File: config.mk
export PLATFORM = sky130hd
export DESIGN_NAME = key_envelope_adsr_flat
export DESIGN_NICKNAME = d
export VERILOG_FILES = /design/src/rtl/key_envelope_adsr_if.sv /design/src/rtl/key_envelope_adsr.sv /design/src/flat_wrapper.sv
export SDC_FILE = /design/constraint.sdc
export NUM_CORES = 1
export LEC_CHECK = 0
export CAP_MARGIN = 5
export CORE_MARGIN = 4
export CORE_UTILIZATION = 45
export CTS_CLUSTER_SIZE = 40
export DETAILED_ROUTE_END_ITERATION = 8
export PLACE_DENSITY_LB_ADDON = 0.15
export RECOVER_POWER = 25
export SETUP_SLACK_MARGIN = 0.4
export SYNTH_ARGS = -nofsm -noshare
export SYNTH_HDL_FRONTEND = slang
export SYNTH_SLANG_ARGS = --single-unit
File: constraint.sdc
create_clock -name clk -period 4.4 [get_ports clk]
set_clock_uncertainty 0.15 [all_clocks]
set_input_delay 0.44 -clock clk [delete_from_list [all_inputs] [get_ports clk]]
set_output_delay 0.44 -clock clk [all_outputs]
set_load 0.02 [all_outputs]
File: src/rtl/key_envelope_adsr_if.sv
// rtl/key_envelope_adsr_if.sv - key input, tone sample and envelope outputs of one voice
interface key_envelope_adsr_if;
  logic        key_n;
  logic [10:0] sample_in;
  logic        gate;
  logic        active;
  logic [7:0]  env_level;
  logic [10:0] sample_out;

  modport master (
    output key_n,
    output sample_in,
    input  gate,
    input  active,
    input  env_level,
    input  sample_out
  );

  modport slave (
    input  key_n,
    input  sample_in,
    output gate,
    output active,
    output env_level,
    output sample_out
  );
endinterface

File: src/rtl/key_envelope_adsr.sv
// rtl/key_envelope_adsr.sv - key debounce, ADSR envelope and tone scaling for one voice
module key_envelope_adsr #(
  parameter int DEBOUNCE_CYC = 240000,
  parameter int TICK_DIV     = 4800,
  parameter int ATTACK_STEP  = 8,
  parameter int DECAY_STEP   = 2,
  parameter int SUSTAIN_LVL  = 160,
  parameter int RELEASE_STEP = 4
) (
  input  logic                clk,
  input  logic                rst,
  key_envelope_adsr_if.slave  bus
);

  localparam int DB_W = (DEBOUNCE_CYC > 1) ? $clog2(DEBOUNCE_CYC) : 1;
  localparam int TK_W = (TICK_DIV > 1) ? $clog2(TICK_DIV) : 1;
  localparam logic [DB_W-1:0] DB_LAST = DB_W'(DEBOUNCE_CYC - 1);
  localparam logic [TK_W-1:0] TK_LAST = TK_W'(TICK_DIV - 1);

  typedef enum logic [2:0] {
    S_IDLE,
    S_ATTACK,
    S_DECAY,
    S_SUSTAIN,
    S_RELEASE
  } state_t;

  logic            r_sync1;
  logic            r_sync2;
  logic            r_stable;
  logic [DB_W-1:0] r_db_cnt;
  logic [TK_W-1:0] r_tick_cnt;
  state_t          r_state;
  logic [7:0]      r_env;
  logic            r_active;
  logic [10:0]     r_sample_out;

  logic            w_gate;
  logic            w_tick;
  logic [8:0]      w_att_sum;
  logic [18:0]     w_product;

  // Stable holds the debounced raw pin level, so 1 means released.
  always_ff @(posedge clk or posedge rst) begin
    if (rst) begin
      r_sync1  <= 1'b1;
      r_sync2  <= 1'b1;
      r_stable <= 1'b1;
      r_db_cnt <= '0;
    end else begin
      r_sync1 <= bus.key_n;
      r_sync2 <= r_sync1;
      if (r_sync2 != r_stable) begin
        if (r_db_cnt == DB_LAST) begin
          r_stable <= r_sync2;
          r_db_cnt <= '0;
        end else begin
          r_db_cnt <= r_db_cnt + DB_W'(1);
        end
      end else begin
        r_db_cnt <= '0;
      end
    end
  end

  assign w_gate = ~r_stable;

  always_ff @(posedge clk or posedge rst) begin
    if (rst) begin
      r_tick_cnt <= '0;
    end else if (r_tick_cnt == TK_LAST) begin
      r_tick_cnt <= '0;
    end else begin
      r_tick_cnt <= r_tick_cnt + TK_W'(1);
    end
  end

  assign w_tick    = (r_tick_cnt == TK_LAST);
  assign w_att_sum = {1'b0, r_env} + 9'(ATTACK_STEP);

  // Gate changes are tested before the tick so a coincident tick leaves env untouched.
  always_ff @(posedge clk or posedge rst) begin
    if (rst) begin
      r_state  <= S_IDLE;
      r_env    <= 8'd0;
      r_active <= 1'b0;
    end else begin
      case (r_state)
        S_IDLE: begin
          r_env <= 8'd0;
          if (w_gate) begin
            r_state  <= S_ATTACK;
            r_active <= 1'b1;
          end
        end
        S_ATTACK: begin
          if (!w_gate) begin
            r_state <= S_RELEASE;
          end else if (w_tick) begin
            if (w_att_sum >= 9'd255) begin
              r_env   <= 8'd255;
              r_state <= S_DECAY;
            end else begin
              r_env <= w_att_sum[7:0];
            end
          end
        end
        S_DECAY: begin
          if (!w_gate) begin
            r_state <= S_RELEASE;
          end else if ({1'b0, r_env} <= 9'(SUSTAIN_LVL)) begin
            r_state <= S_SUSTAIN;
          end else if (w_tick) begin
            if ({1'b0, r_env} <= 9'(SUSTAIN_LVL) + 9'(DECAY_STEP)) begin
              r_env   <= 8'(SUSTAIN_LVL);
              r_state <= S_SUSTAIN;
            end else begin
              r_env <= r_env - 8'(DECAY_STEP);
            end
          end
        end
        S_SUSTAIN: begin
          if (!w_gate) begin
            r_state <= S_RELEASE;
          end
        end
        S_RELEASE: begin
          if (w_gate) begin
            r_state <= S_ATTACK;
          end else if (w_tick) begin
            if ({1'b0, r_env} <= 9'(RELEASE_STEP)) begin
              r_env    <= 8'd0;
              r_state  <= S_IDLE;
              r_active <= 1'b0;
            end else begin
              r_env <= r_env - 8'(RELEASE_STEP);
            end
          end
        end
        default: begin
          r_state  <= S_IDLE;
          r_env    <= 8'd0;
          r_active <= 1'b0;
        end
      endcase
    end
  end

  assign w_product = {8'd0, bus.sample_in} * {11'd0, r_env};

  always_ff @(posedge clk or posedge rst) begin
    if (rst) begin
      r_sample_out <= 11'd0;
    end else begin
      r_sample_out <= 11'(w_product >> 8);
    end
  end

  assign bus.gate       = w_gate;
  assign bus.active     = r_active;
  assign bus.env_level  = r_env;
  assign bus.sample_out = r_sample_out;

endmodule

File: src/flat_wrapper.sv
// flat-port wrapper written by rule: the top's interface ports become plain ports
module key_envelope_adsr_flat 
#(
  parameter int DEBOUNCE_CYC = 240000,
  parameter int TICK_DIV     = 4800,
  parameter int ATTACK_STEP  = 8,
  parameter int DECAY_STEP   = 2,
  parameter int SUSTAIN_LVL  = 160,
  parameter int RELEASE_STEP = 4
)
  (clk, rst, bus_key_n, bus_sample_in, bus_gate, bus_active, bus_env_level, bus_sample_out);
  key_envelope_adsr_if bus_i ();
  input  logic clk;
  input  logic rst;
  input wire logic [$bits(bus_i.key_n)-1:0] bus_key_n;
  input wire logic [$bits(bus_i.sample_in)-1:0] bus_sample_in;
  output wire logic [$bits(bus_i.gate)-1:0] bus_gate;
  output wire logic [$bits(bus_i.active)-1:0] bus_active;
  output wire logic [$bits(bus_i.env_level)-1:0] bus_env_level;
  output wire logic [$bits(bus_i.sample_out)-1:0] bus_sample_out;
  assign bus_i.key_n = bus_key_n;
  assign bus_i.sample_in = bus_sample_in;
  assign bus_gate = bus_i.gate;
  assign bus_active = bus_i.active;
  assign bus_env_level = bus_i.env_level;
  assign bus_sample_out = bus_i.sample_out;
  key_envelope_adsr #(.DEBOUNCE_CYC(DEBOUNCE_CYC), .TICK_DIV(TICK_DIV), .ATTACK_STEP(ATTACK_STEP), .DECAY_STEP(DECAY_STEP), .SUSTAIN_LVL(SUSTAIN_LVL), .RELEASE_STEP(RELEASE_STEP)) u_core (.clk(clk), .rst(rst), .bus(bus_i));
endmodule
==> results_dict.tcl <==
set metrics [dict create \
    outcome "finished, final reports clean" \
    endpoint_kind "flop" \
    ioPinCount 35 \
    mappedNetlistNets 736 \
    numCtsBuffers 9 \
    crit_path_start "bus_sample_in[5]" \
    synth_cell_types 59 \
    p_per_area_nw_per_um2 191 \
    die-width_um 120 \
    p_leak_nw 3.58 \
    start_util 0.466 \
    cp-start-kind "input pin" \
    finalSetupViolCount 0 \
    syn_to_final_growth_pct 29.0 \
    syn_inst 622 \
    clkLatencyLatePin_ns 0.33 \
    num_antenna_cells 0 \
    cts_tree "yes" \
    finalNonFillerCells 886 \
    hold_viol 0 \
    path_clk_slew_ns 0.05 \
    cp.arrival_ns 4.29 \
    r2r-start "u_core.bus.env_level[7]$_DFFE_PP0P_" \
    h-tree-depth 3 \
    min_path_cells 0 \
    antenna_left 0 \
    crit_chain "dlygate4sd2_1, and2_4, fa_1, inv_1, fa_1, inv_2, fa_1, inv_2, fa_1, inv_2, ha_4, nand4_1, a21oi_2, buf_4, o2111ai_2, nand3_2, a21oi_2, xnor2_1" \
    drv_slew 0 \
    ys_seq_elements 57 \
    die_h_um 120 \
    row_count 40 \
    grt_pass1_wl_mm 23.3 \
    grt_pass1_vias 4891 \
    setup_ws_ns 0.169 \
    synth_edf_count 0 \
    fmax_mhz 236 \
    path_delay_family "adder cells" \
    crit_fanout 6 \
    rrSetupSlack_ns 0.19 \
    routed_wl_mm 13.6 \
    initialDrtViolationCount 206 \
    min_period_ns 4.23 \
    via_count 4660 \
    layout-drive-gt1-share 0.214 \
    grt-ovfl-total 0 \
    cp_num_buf_inv 6 \
    syn_area_um2 5660 \
    place_congestion 0.892 \
    cpMostUsedCell "fa_1" \
    ys.flop_type "dfrtp_1" \
    drt-pass1-iter-count 4 \
    utilization 0.601 \
    p_total_mw 1.39 \
    ir_drop_uv 116 \
    die_area_um2 14400 \
    fin_hold_ws_ns 0.210 \
    ff2ff_path_depth 17 \
    core_area_um2 12200 \
    dp_worst_setup_slack_ns -0.273 \
    crit_slowest_cell "fa_1" \
    avgRoutedWirePerCell_um 15.4 \
    path_class "in -> reg" \
    fin_crit_sh 0.962 \
    max_stage_delay_ns 0.55 \
    numClockSinks 57 \
    maxCapViolations 0 \
    reg2reg_to "u_core.bus.sample_out[10]$_DFF_PP0_" \
    async_flop_share 1.00 \
    drcViolationCount 0 \
    cts-root-buf "clkbuf_16" \
    port_buffers 34 \
    hp-start "u_core.r_sync1$_DFF_PP1_" \
    via_per_inst 5.26 \
    relSlewSlack 0.259 \
    dp.cells 841 \
    synth.yosys.warnings 0 \
    grt_max_degree 30 \
    critical_path_required_ns 4.46 \
    hold_class "reg -> reg" \
    min_delay_worst_endpoint "u_core.r_sync2$_DFF_PP1_" \
    grt_antenna_before_repair 0 \
    avgSynthCellArea_um2 9.10 \
    seq_area_frac_synth 0.253 \
    grt_usage 0.199 \
    rsz0062_at_grt "yes" \
    tightest_slew_ns 1.11 \
    clock_path_buffers 2 \
    fin_nets 827 \
    hpwl_mm 10.1 \
]
-- cells in the final DEF (no fill, tap or decap), types with 4 or more instances in the layout --
master and count:
and3_1 10, o211ai_1 4, dfrtp_1 48, nand2_1 51, buf_4 63, nor2_1 33, buf_6 7, ha_1 39
inv_2 6, ha_4 8, and2_4 9, clkdlybuf4s50_1 21, nand3_1 15, a31oi_1 9, fa_1 49, dlygate4sd2_1 11
o21ai_0 14, fa_2 4, a21oi_1 19, dfrtp_2 6, nand4_1 5, clkbuf_16 9, nor3b_1 4, xnor2_1 14
or3_1 5, xor2_1 25, and2_1 54, a21o_1 5, inv_1 76, a21oi_2 6
-- per-layer routing --
metal | share of wire | vias up | track usage
li1 | - | 2238 | -
met1 | 0.46 | 2315 | 0.266
met2 | 0.49 | 85 | 0.329
met3 | 0.034 | 22 | 0.0355
met4 | 0.021 | 0 | 0.0651
met5 | 0 | - | 0
-- worst reg2reg max path, delay by kind of cell, from the launching register on --
kind | cells | cell delay [ns]
fa+ha+maj | 5 | 2.36
flops | 1 | 0.44
buf+inv | 5 | 0.32
xor+xnor | 1 | 0.12
compound gates | 3 | 0.31
simple gates | 3 | 0.38
-- synthesized netlist by cell type (2+ instances only) --
cell type  instances  share of area
nand3_1           17          0.015
a22o_1             2         0.0031
o221ai_1           2         0.0031
o31ai_1            3         0.0040
inv_1             82          0.054
clkbuf_1          24          0.016
o211ai_1           4         0.0053
and4_1             2         0.0031
xor2_1            25          0.039
nand2b_1           3         0.0033
a21oi_1           26          0.023
or3_1              5         0.0055
nand2_1           56          0.037
nand4b_1           2         0.0031
dfstp_2            3          0.014
or3b_2             3         0.0046
a31oi_1           10          0.011
o21ai_0           19          0.017
o32ai_1            2         0.0031
nor4_1             2         0.0022
and2_1            63          0.070
a21o_1             5         0.0066
nand4_1            5         0.0055
nor2_1            34          0.023
nor2b_1            3         0.0033
a41oi_1            2         0.0031
nor3b_1            4         0.0053
dfrtp_1           54           0.24
nor3_1             3         0.0027
and3_1            10          0.011
ha_1              47           0.10
o2111ai_1          2         0.0031
xnor2_1           14          0.022
a311oi_1           3         0.0046
nand3b_1           2         0.0027
o21a_1             3         0.0040
o22ai_1            2         0.0022
fa_1              53           0.19
-- metrics by stage --
stage	setup TNS, ns	instance area (um^2)
2_1_floorplan	0	5890
3_3_place_gp	-1.60	6560
3_5_place_dp	-2.20	6560
4_1_cts	0	7150
5_1_grt	0	7310
6_report	0	7310
-- flip-flops by register name, summed over array words and instances, names as in the netlist --
signal                 flops
u_core.r_db_cnt           18
u_core.r_tick_cnt         13
u_core.bus.sample_out     11
u_core.bus.env_level       8
u_core.r_state             3
u_core.bus.active          1
u_core.r_stable            1
u_core.r_sync1             1
u_core.r_sync2             1
-- kinds of logic after synthesis --
family                   count (synthesis)  share of synthesized area
AND/OR/NAND/NOR                        223                      0.215
flip-flops                              57                      0.253
XOR/XNOR                                39                     0.0603
AO/OA/AOI/OAI                           96                      0.110
adder cells (fa/ha/maj)                100                      0.291
buffers and inverters                  107                     0.0711
-- worst max-delay path by stage --
| stage | end | slack [ns] | cells past startpoint |
|---|---|---|---|
| floorplan | u_core.bus.sample_out[10]$_DFF_PP0_ | 0.15 | 19 |
| global placement | u_core.bus.sample_out[10]$_DFF_PP0_ | -0.22 | 15 |
| detailed placement | u_core.bus.sample_out[5]$_DFF_PP0_ | -0.27 | 15 |
| CTS | u_core.bus.sample_out[7]$_DFF_PP0_ | 0.24 | 16 |
| global route | u_core.bus.sample_out[8]$_DFF_PP0_ | 0.05 | 16 |
| finish | u_core.bus.sample_out[10]$_DFF_PP0_ | 0.17 | 18 |
-- what timing repair did --
item / 4_1_cts / 5_1_grt
hold buffers: 0 / 0
endpoints found under the setup margin: 11 / 11
gates resized for setup: 38 / 21
pin swaps: 29 / 18
setup buffers: 22 / 7
-- cell type report --
class                      instances  area (um^2)
clock buffer                      11          243
inverter                          82          308
tap                              168          210
timing repair buffer             105          898
clock inverter                     5          103
fill                            1046         4860
sequential                        57         1440
multi-input combinational        458         4110
-- power breakdown --
part / leakage [nW] / switching [mW] / total [mW] / internal [mW]
sequential: 0.749 / 0.00305 / 0.532 / 0.529
clock: 0.166 / 0.245 / 0.812 / 0.567
combinational: 2.67 / 0.0299 / 0.0501 / 0.0202
total: 3.58 / 0.278 / 1.39 / 1.12
Note: power is estimated with default switching activity, not from simulation.
